File: src/rtl/meas_logger.sv
// Measurement logger: writes tagged i2c samples into a BRAM ring with a header word at address 0.
// Optional build macro MEAS_LOGGER_TIMESTAMP_EN selects a free-running timestamp tag instead of a sequence number.
//
// state   | meaning
// IDLE    | waiting for an accepted strobe, no BRAM write
// WR_DATA | writing {tag, sample} at wr_ptr
// WR_HDR  | writing the header word at address 0
module meas_logger #(
  parameter int ADDR_W       = 11,
  parameter int TICKS_PER_MS = 100000
) (
  input  logic              clk100MHz,
  input  logic              rst,
  input  logic              log_enable,
  input  logic              meas_valid,
  input  logic [15:0]       meas_data,
  output logic [ADDR_W-1:0] bram_addr,
  output logic [31:0]       bram_din,
  output logic              bram_we,
  output logic              busy,
  output logic              wrapped,
  output logic              overrun
);

  if (ADDR_W < 2 || ADDR_W > 30 || TICKS_PER_MS < 1) begin : g_param_check
    $error("meas_logger: ADDR_W must be 2..30 and TICKS_PER_MS at least 1");
  end

  typedef enum logic [1:0] {
    IDLE    = 2'd0,
    WR_DATA = 2'd1,
    WR_HDR  = 2'd2
  } state_t;

  localparam logic [ADDR_W-1:0] PTR_FIRST = ADDR_W'(1);
  localparam logic [ADDR_W-1:0] PTR_LAST  = '1;

  state_t            state_q, state_d;
  logic [ADDR_W-1:0] wr_ptr, ptr_d;
  logic [ADDR_W-1:0] addr_d;
  logic [31:0]       din_d;
  logic              we_d;
  logic              wrapped_d, overrun_d;
  logic              accept, drop;
  logic [15:0]       tag;

  assign accept = (state_q == IDLE) && meas_valid && log_enable;
  assign drop   = (state_q != IDLE) && meas_valid && log_enable;
  assign busy   = (state_q != IDLE);

`ifdef MEAS_LOGGER_TIMESTAMP_EN
  localparam int              PS_W    = (TICKS_PER_MS > 1) ? $clog2(TICKS_PER_MS) : 1;
  localparam logic [PS_W-1:0] PS_LOAD = PS_W'(TICKS_PER_MS - 1);

  logic [PS_W-1:0] presc;
  logic [15:0]     tstamp;

  // Prescaler is a reloading down-counter; the timestamp steps on terminal count.
  always_ff @(posedge clk100MHz) begin
    if (rst) begin
      presc  <= PS_LOAD;
      tstamp <= 16'd0;
    end else if (presc == '0) begin
      presc  <= PS_LOAD;
      tstamp <= tstamp + 16'd1;
    end else begin
      presc  <= presc - 1'b1;
    end
  end

  assign tag = tstamp;
`else
  logic [15:0] seq_num;

  always_ff @(posedge clk100MHz) begin
    if (rst) begin
      seq_num <= 16'd0;
    end else if (accept) begin
      seq_num <= seq_num + 16'd1;
    end
  end

  assign tag = seq_num;
`endif

  always_ff @(posedge clk100MHz) begin
    if (rst) begin
      state_q <= IDLE;
    end else begin
      state_q <= state_d;
    end
  end

  always_comb begin
    state_d = state_q;
    case (state_q)
      IDLE:    if (accept) state_d = WR_DATA;
      WR_DATA: state_d = WR_HDR;
      WR_HDR:  state_d = IDLE;
      default: state_d = IDLE;
    endcase
  end

  // Next values of the registered BRAM port; the header folds in a drop seen during WR_DATA.
  always_comb begin
    we_d      = 1'b0;
    addr_d    = bram_addr;
    din_d     = bram_din;
    ptr_d     = wr_ptr;
    wrapped_d = wrapped;
    overrun_d = overrun | drop;
    case (state_q)
      IDLE: begin
        if (accept) begin
          we_d   = 1'b1;
          addr_d = wr_ptr;
          din_d  = {tag, meas_data};
        end
      end
      WR_DATA: begin
        we_d      = 1'b1;
        addr_d    = '0;
        ptr_d     = (wr_ptr == PTR_LAST) ? PTR_FIRST : wr_ptr + PTR_FIRST;
        wrapped_d = wrapped | (wr_ptr == PTR_LAST);
        din_d     = {wrapped_d, overrun_d, {(30-ADDR_W){1'b0}}, ptr_d};
      end
      default: ;
    endcase
  end

  always_ff @(posedge clk100MHz) begin
    if (rst) begin
      bram_we   <= 1'b0;
      bram_addr <= '0;
      bram_din  <= 32'd0;
      wr_ptr    <= PTR_FIRST;
      wrapped   <= 1'b0;
      overrun   <= 1'b0;
    end else begin
      bram_we   <= we_d;
      bram_addr <= addr_d;
      bram_din  <= din_d;
      wr_ptr    <= ptr_d;
      wrapped   <= wrapped_d;
      overrun   <= overrun_d;
    end
  end

endmodule

File: config.mk
export PLATFORM = sky130hd
export DESIGN_NAME = meas_logger
export DESIGN_NICKNAME = d
export VERILOG_FILES = /design/src/rtl/meas_logger.sv
export SDC_FILE = /design/constraint.sdc
export NUM_CORES = 1
export LEC_CHECK = 0
export ABC_AREA = 0
export BUFFER_PORTS_ARGS = -buffer_cell sky130_fd_sc_hd__buf_2
export CAP_MARGIN = 20
export CELL_PAD_IN_SITES_DETAIL_PLACEMENT = 0
export CELL_PAD_IN_SITES_GLOBAL_PLACEMENT = 2
export CORE_ASPECT_RATIO = 0.6
export CORE_UTILIZATION = 33
export CTS_CLUSTER_DIAMETER = 50
export DETAILED_ROUTE_END_ITERATION = 10
export PLACE_DENSITY = 0.85
export SLEW_MARGIN = 20
export SYNTH_ARGS = -nofsm -noshare
export SYNTH_HDL_FRONTEND = slang
export SYNTH_SLANG_ARGS = --single-unit
export TNS_END_PERCENT = 20
File: constraint.sdc
create_clock -name clk100MHz -period 2.1 [get_ports clk100MHz]
set_input_delay 0.42 -clock clk100MHz [delete_from_list [all_inputs] [get_ports clk100MHz]]
set_output_delay 0.42 -clock clk100MHz [all_outputs]
set_load 0.01 [all_outputs]
* Word-level counts from Yosys, hierarchy flattened *
Index checks and enable logic that the tools add are counted.

word-level totals
  output and inout bits = 47
  input port bits = 20
  bits in registers = 75
  word-level logic and storage cells = 32

cells by class
  mux-type cells = 9
  reduce and logical (&&, ||, !) cells = 8
  equal/unequal tests = 3
  add/subtract/negate cells = 2
  bitwise logic cells = 2

operator list
  cell                                                  number
  one-hot mux 32 bit (2 select lines)                   1
  two-way mux 32 bit                                    1
  two-way mux 11 bit                                    2
  one-hot mux 11 bit (2 select lines)                   1
  adder 16 x 1 -> 16 bit (second input constant)        1
  adder 11 x 1 -> 11 bit (second input constant)        1
  equality test 11 bit (second input constant)          1
  logical AND 1 bit                                     4
  one-hot mux 2 bit (2 select lines)                    1
  nonzero test 2 bit                                    2
  equality test 2 x 1 -> 1 bit (second input constant)  1
  logical NOT 2 bit                                     1
  two-way mux 2 bit                                     1
  inequality test 2 bit (second input constant)         1
  OR 1 bit                                              2
  one-hot mux 1 bit (2 select lines)                    1
  AND reduction 2 bit                                   1
  two-way mux 1 bit                                     1

* Longest topological paths before layout *
Gate-level depths: netlist of run 1.

  depth after elaboration = 5
  depth in mapped cells = 6
  depth with buffers taken out = 5

* Worst setup path before layout of run 1 *
OpenSTA, ideal clock, no wires.

  kind = register to register
  from = register state_q[0]
  to = register seq_num[15]
  buffers on the path = 0
  library setup time = 0.123 ns
  clock period less this slack = 1.625 ns
  arrival time = 1.502 ns
  required time = 1.977 ns
  path slack = 0.475 ns
  cell stages (with the launch flop) = 5
  path through = dfxtp_1 > nand4bb_4 > nor4_2 > and3_1 > mux2_1

between the ends
  word-level cells in the longest chain between the ends = 3

RTL lines
  element                          RTL line  text
  start, declared                  38        state_t state_q, state_d;
  start signal, assigned           90        state_q <= state_d;
  logical NOT 2 bit                47        assign accept = (state_q == IDLE) && meas_valid && log_enable;
  logical AND 1 bit (2 in series)  47
  end signal, assigned             79        seq_num <= seq_num + 16'd1;
  end, declared                    73        logic [15:0] seq_num;

Every way passes these cells.
A chain may end at the register's enable or synchronous reset.

* Final worst setup path of run 1 *
  from = register wr_ptr[0]
  to = register wr_ptr[7]

between the ends
  word-level cells in the longest chain between the ends = 2
  elaborated cells between the ends (all ways) = 3
  classes of those cells = add/sub: 1; eq/ne: 1; mux: 1

RTL lines
  element                                                                RTL line  text
  start, declared                                                        39        logic [ADDR_W-1:0] wr_ptr, ptr_d;
  start signal, assigned                                                 143       wr_ptr <= ptr_d;
  adder 11 x 1 -> 11 bit / equality test 11 bit (equally long branches)  123       ptr_d = (wr_ptr == PTR_LAST) ? PTR_FIRST : wr_ptr + PTR_FIRST;
  two-way mux 11 bit *                                                   123

Every way passes the cells marked *; elsewhere a longest branch is shown, timed or not.

==> impl_metrics.tcl, run 1 <==
set metrics [dict create \
    rr_worst_depth 5 \
    leakagePower_nw 1.642 \
    area_growth_pct 27.33 \
    run_status "completed" \
    crit_type "reg2reg" \
    overflow 0 \
    die_y_um 76.73 \
    setup_tns_ns 0 \
    core_area_um2 8751 \
    synth_top_area_cell "dfxtp_1" \
    post-route-period-util 0.8907 \
    yosysWarnings 0 \
    chipWidth_um 126.6 \
    clkTransAtPathRegs_ns 0.06 \
    start_util 0.3510 \
    cp_cell_sequence "ha_1 -> nand3_1 -> or3_4 -> a221oi_1 -> nor2_1" \
    cp_slowest_stage_delay_ns 0.51 \
    grt_pass1_wl_um 12750 \
    startpoint_type "flip-flop" \
    vias 2556 \
    intPower_mw 2.709 \
    syn-num-nets 343 \
    cts_hold_buffers 0 \
    n_antenna_cell 0 \
    synthesis.area_um2 3072 \
    p_sw_frac 0.2191 \
    track_usage 0.1752 \
    hp-class "in2reg" \
    synth-seq-area-share 0.4888 \
    cts_buffer_depth 2 \
    row_count 26 \
    gp_congestion 0.8367 \
    hold_violations 0 \
    cp.required_ns 2.32 \
    switchingPower_mw 0.7601 \
    ctsHtreeMaxLevel 3 \
    io_pins 67 \
    rsz0062_at_grt "no" \
    seq_area_um2 1501 \
    top_layer_used "met4" \
    ys.flop_type "dfxtp_1" \
    ant_nets 0 \
    cap_violations 0 \
    period_needed_ns 1.870 \
    fmax_mhz 534.6 \
    yosysUniqueCellTypes 48 \
    portBuffers 66 \
    cts_buffers 9 \
    clock-sinks 75 \
    min_delay_path_depth 2 \
    synth_edf_count 0 \
    cp_max_fo 8 \
    power_mw 3.469 \
    seq_power_share 0.428 \
    slew_violations 0 \
    wl_per_cell_um 15.57 \
    relSlewSlack 0.6776 \
    cts_tree "done" \
    drc 0 \
    p_per_area_nw_per_um2 886.8 \
    grt_pass1_vias 2286 \
    drt_pass1_iterations 4 \
    post-dp-hpwl_um 5584 \
    worstPathArrival_ns 2.09 \
    ys_top_cells_by_area "dfxtp_1, a22o_1, nor2_1" \
    routed-wl-met2_um 2855 \
    drive_gt1_frac 0.2810 \
    multi_input_area_um2 1466 \
    synth_seq_cells 75 \
    syn_area_per_cell_um2 9.569 \
    endpoint_kind "flip-flop" \
    viasPerCell 5.041 \
    pwr-share-clk 0.507 \
    grt_max_degree 28 \
    drt-initial-drc-count 215 \
    skew_ns 0.007511 \
    ys_async_sr_fraction 0 \
    dr_wl_met3_um 424 \
    postSynthCellCount 321 \
    grt_antenna_before_repair 0 \
    tightest_slew_ns 0.4836 \
    die-area_um2 9711 \
    fillCellCount 842 \
    root_buffer "clkbuf_16" \
    clock_latency_ns 0.34 \
    ir_worst_vdd_mv 0.4220 \
    drt_wl_total_um 7893 \
    drt-met1-wl_um 4527 \
    setup_viol 0 \
    synth.top_cell.area_share 0.4888 \
    critPathSlowestCell "or3_4" \
    pwr-share-comb 0.065 \
    final_nets 412 \
]
==> cells in the mapped netlist, drive strengths merged, types with 2 or more instances <==
cell    count
a21oi      10
a22o       29
o21ai      11
a311oi      2
or3         4
nor4        6
dfxtp      75
a221oi      4
a211oi      8
nand2      21
nor3        9
buf        18
mux2i       2
nor2       40
nor2b       3
or2         3
nand4       4
and3        4
and4        2
inv         3
a31o        3
mux2        2
xor2        6
a31oi       2
clkbuf      6
a21boi      3
nand3      10
ha          2
nand2b      4
xnor2      14
==> layer usage <==
layer  global-route usage  up-vias
li1                     -     1296
met1               0.2756     1179
met2               0.2110       73
met3              0.05862        8
met4              0.05783        0
met5                    0        -
==> metrics by stage <==
stage / cell area [um^2] / worst slack (ns) / cells / hold slack, ns / utilization
floorplan: 3072 / 0.4751 / 321 / 0.4576 / -
global placement: 3565 / 0.2444 / 491 / 0.4515 / 0.4073
detailed placement: 3565 / 0.1597 / 491 / 0.4512 / 0.4073
CTS: 3906 / 0.1463 / 507 / 0.2938 / 0.4464
global route: 3911 / 0.04888 / 507 / 0.3034 / 0.4470
finish: 3911 / 0.2295 / 507 / 0.3067 / 0.4470
==> layout by cell type, fill, tap and decap left out, types with 3 or more instances in the layout <==
| cell type | synthesis | final |
|---|---|---|
| nor2_1 | 39 | 37 |
| a211oi_1 | 8 | 8 |
| nand2b_1 | 4 | 4 |
| nor2_2 | 1 | 3 |
| or2_2 | 3 | 3 |
| nand3_1 | 10 | 10 |
| a31o_1 | 3 | 3 |
| nor3_1 | 9 | 9 |
| xor2_1 | 6 | 6 |
| dfxtp_1 | 75 | 75 |
| bufinv_16 | 0 | 3 |
| nor4_1 | 4 | 4 |
| clkbuf_16 | 0 | 9 |
| and3_1 | 4 | 4 |
| nand2_1 | 21 | 21 |
| or3_1 | 4 | 3 |
| inv_1 | 3 | 3 |
| o21ai_0 | 11 | 11 |
| a21oi_1 | 10 | 10 |
| xnor2_1 | 14 | 14 |
| a22o_1 | 29 | 29 |
| buf_2 | 15 | 66 |
| nor2b_1 | 3 | 3 |
| a221oi_1 | 4 | 4 |
| buf_4 | 0 | 16 |
==> worst paths after layout <==
| path | slack (ns) | start | endpoint |
|---|---|---|---|
| worst max-delay path | 0.23 | wr_ptr[0]$_SDFFE_PP1P_ | wr_ptr[7]$_SDFFE_PP0P_ |
| worst min-delay path | 0.31 | meas_data[12] | bram_din[12]$_SDFFE_PP0P_ |
| worst min register to register | 0.47 | bram_din[17]$_SDFFE_PP0P_ | bram_din[17]$_SDFFE_PP0P_ |
| worst max register to register | 0.23 | wr_ptr[0]$_SDFFE_PP1P_ | wr_ptr[7]$_SDFFE_PP0P_ |
==> cell families (layout without fill, tap and decap cells) <==
kind of cell	after synthesis	after routing	share of synthesized area
adders and majority gates	2	2	0.008145
buffers and inverters	27	101	0.03910
xor gates and xnor gates	20	20	0.05703
DFF	75	75	0.4888
and+or+nand+nor	115	115	0.2024
AOI/OAI and AO/OA	78	78	0.1906
muxes	4	4	0.01385
==> timing repair <==
| action | 4_1_cts | 5_1_grt |
|---|---|---|
| setup endpoints to repair | 0 | 2 |
| buffers inserted | 0 | 0 |
| resized for setup | 0 | 1 |
==> critical path: cells and delay by family, from the launching register on <==
family / cells / cell delay [ns]
fa+ha+maj: 1 / 0.24
flops: 1 / 0.44
simple gates: 3 / 0.80
compound gates: 1 / 0.28
==> flip-flops by register name, summed over array words and instances (netlist names) <==
| register | flops |
|---|---|
| wr_ptr | 11 |
| bram_addr | 11 |
| bram_din | 32 |
| bram_we | 1 |
| state_q | 2 |
| seq_num | 16 |
| overrun | 1 |
| wrapped | 1 |
==> cell type report <==
class / count / area share
repair buffers: 82 / 0.1152
clock inverters: 7 / 0.02975
flip-flops and latches: 75 / 0.3839
clock buffers: 9 / 0.05758
inverters: 3 / 0.002879
multi-input cells: 219 / 0.3749
well taps: 112 / 0.03583
==> power groups by stage <==
stage	Sequential (mW)	Combinational, mW	Clock, mW
after floorplan	1.52	0.118	0
after global placement	1.51	0.225	0
after detailed placement	1.52	0.225	0
after CTS	1.48	0.226	1.79
after global routing	1.49	0.248	1.87
final	1.48	0.226	1.76
No activity file was read; power rests on OpenSTA's default activity.
==> inputs of run 2 (changes only) <==
--- a/config.mk
+++ b/config.mk
@@ -5,16 +5,15 @@
 export SDC_FILE = /design/constraint.sdc
 export NUM_CORES = 1
 export LEC_CHECK = 0
-export ABC_AREA = 0
+export ABC_AREA = 1
 export BUFFER_PORTS_ARGS = -buffer_cell sky130_fd_sc_hd__buf_2
 export CAP_MARGIN = 20
 export CELL_PAD_IN_SITES_DETAIL_PLACEMENT = 0
 export CELL_PAD_IN_SITES_GLOBAL_PLACEMENT = 2
 export CORE_ASPECT_RATIO = 0.6
-export CORE_UTILIZATION = 33
-export CTS_CLUSTER_DIAMETER = 50
+export CORE_UTILIZATION = 31
 export DETAILED_ROUTE_END_ITERATION = 10
-export PLACE_DENSITY = 0.85
+export PLACE_DENSITY = 0.84
 export SLEW_MARGIN = 20
 export SYNTH_ARGS = -nofsm -noshare
 export SYNTH_HDL_FRONTEND = slang
==> impl_metrics.tcl, run 2 <==
set metrics [dict create \
    clock_latency_ns 0.34 \
    synth_edf_count 0 \
    drt_pass1_iterations 5 \
    postSynthCellCount 394 \
    drc 0 \
    placed_cells 585 \
    endpoint_kind "flip-flop" \
    skew_ns 0.003112 \
    rrSetupSlack_ns 0.48 \
    overflow 0 \
    slew_violations 0 \
    crit_type "reg2reg" \
    tightest_slew_ns 0.4167 \
    seq_area_um2 1501 \
    holdWs_ns 0.2912 \
    min_delay_path_depth 2 \
    start_util 0.3229 \
    yosysUniqueCellTypes 35 \
    cts_hold_buffers 0 \
    synth-seq-area-share 0.4673 \
    gp_congestion 0.8793 \
    largest-register "bram_din" \
    relSlewSlack 0.7210 \
    yosysMostFrequentCell "dfxtp_1" \
    core_area_um2 9950 \
    setup_tns_ns 0 \
    area_growth_pct 24.88 \
    die_y_um 80.86 \
    drt-initial-drc-count 244 \
    worstPathArrival_ns 1.88 \
    post-dp-hpwl_um 6723 \
    grt_antenna_before_repair 0 \
    ys_async_sr_fraction 0 \
    post-place-ws_ns 0.3050 \
    grt_pass1_wl_um 14730 \
    p_per_area_nw_per_um2 900.6 \
    clock-sinks 75 \
    grt_max_degree 26 \
    cp_max_fo 22 \
    drt_wl_total_um 9135 \
    synth_common_cells "dfxtp_1, nand2_1, o21ai_0" \
    ys.flop_type "dfxtp_1" \
    fillCellCount 1042 \
    utilization 0.4033 \
    viasPerCell 4.824 \
    layout_common_cells "dfxtp_1, nand2_1, buf_2" \
    syn-num-nets 416 \
    wl_per_cell_um 15.20 \
    cts_buffers 9 \
    synthesis.area_um2 3213 \
    min_to "bram_din[11]$_SDFFE_PP0P_" \
    rr_startpoint "state_q[1]$_SDFFE_PP0P_" \
    ir_worst_vdd_mv 0.3966 \
    startpoint_type "flip-flop" \
    finalNonFillerCells 601 \
    hold_start "meas_data[11]" \
    die-area_um2 10790 \
    r2r_end "bram_din[16]$_SDFFE_PP0P_" \
    hold_violations 0 \
    track_usage 0.1834 \
    rsz0062_at_grt "no" \
    synth_seq_cells 75 \
    drive_gt1_frac 0.2575 \
    design_area_um2 4013 \
    vias 2899 \
    largest_reg_flops 32 \
    dpl_cell_area_um2 3647 \
    cap_violations 0 \
    cts_buffer_depth 2 \
    ys_top_cells_by_area "dfxtp_1, nand2_1, o21ai_0" \
    clkTransAtPathRegs_ns 0.06 \
    post-route-period-util 0.7698 \
    fmax_mhz 618.6 \
    use_met3 0.06055 \
    io_pins 67 \
    grt_util_met2 0.2188 \
    multi_input_area_um2 1456 \
    synth_top_area_cell "dfxtp_1" \
    cp.required_ns 2.36 \
    run_status "completed" \
    post_cts_resized 0 \
    ctsHtreeMaxLevel 3 \
    n_antenna_cell 0 \
    grt_pass1_vias 2654 \
    worst_slack_ns 0.4834 \
    setup_viol 0 \
    root_buffer "clkbuf_16" \
    row_count 28 \
    power_mw 3.614 \
    reg_top3 "bram_din x32, seq_num x16" \
    portBuffers 66 \
    postCtsSetupRepairBufs 0 \
    yosysWarnings 0 \
    cts_tree "done" \
    syn_area_per_cell_um2 8.155 \
    leakagePower_nw 1.671 \
    gr-usage-met1 0.2959 \
    synth.top_cell.area_share 0.4673 \
    rr_worst_depth 6 \
    ant_nets 0 \
    final_nets 483 \
    hp-class "in2reg" \
    chipWidth_um 133.4 \
    grt-busiest-layer "met1" \
    layout_commonest_cell "dfxtp_1" \
    period_needed_ns 1.617 \
]
==> run 2: critical path: stages, from the launching register on <==
cell     delay [ns]
dfxtp_1        0.32
inv_1          0.09
nand2_4        0.22
inv_4          0.13
nor2_8         0.33
inv_1          0.22
nor3_1         0.21
==> run 2: final cells by class <==
| type | count | share of cell area |
|---|---|---|
| flip-flops and latches | 75 | 0.3742 |
| inverters | 38 | 0.03617 |
| well taps | 135 | 0.04210 |
| multi-input cells | 265 | 0.3630 |
| clock inverters | 7 | 0.03492 |
| repair buffers | 72 | 0.09355 |
| clock buffers | 9 | 0.05613 |
==> run 2: metal layers <==
metal  part of all wire  vias up
li1                   -     1467
met5                  0        -
met1               0.58     1338
met4             0.0054        0
met3              0.075        6
met2               0.34       88
==> run 2: how the worst max path moves through the flow <==
stage / from / endpoint / slack [ns] / depth (start not counted)
2_1_floorplan: wr_ptr[1]$_SDFFE_PP0P_ / wr_ptr[1]$_SDFFE_PP0P_ / 0.80 / 10
3_3_place_gp: log_enable / bram_addr[4]$_SDFFE_PP0P_ / 0.42 / 7
3_5_place_dp: log_enable / bram_din[28]$_SDFFE_PP0P_ / 0.30 / 7
4_1_cts: state_q[1]$_SDFFE_PP0P_ / bram_din[16]$_SDFFE_PP0P_ / 0.46 / 6
5_1_grt: state_q[1]$_SDFFE_PP0P_ / bram_din[16]$_SDFFE_PP0P_ / 0.30 / 6
6_report: state_q[1]$_SDFFE_PP0P_ / bram_din[16]$_SDFFE_PP0P_ / 0.48 / 6
==> run 2: cells by family after synthesis <==
family	after synthesis	share of synthesized area
and+or+nand+nor	158	0.2430
adders and majority gates	2	0.007787
buffers and inverters	54	0.07944
AOI/OAI and AO/OA	103	0.1970
xor gates and xnor gates	2	0.005453
DFF	75	0.4673
==> run 2: power breakdown <==
group          switching [mW]  internal [mW]  total [mW]  leakage (nW)
Combinational           0.153         0.0807       0.234         0.891
Clock                   0.617           1.28        1.89         0.172
Sequential             0.0240           1.46        1.49         0.608
Total                   0.794           2.82        3.61          1.67
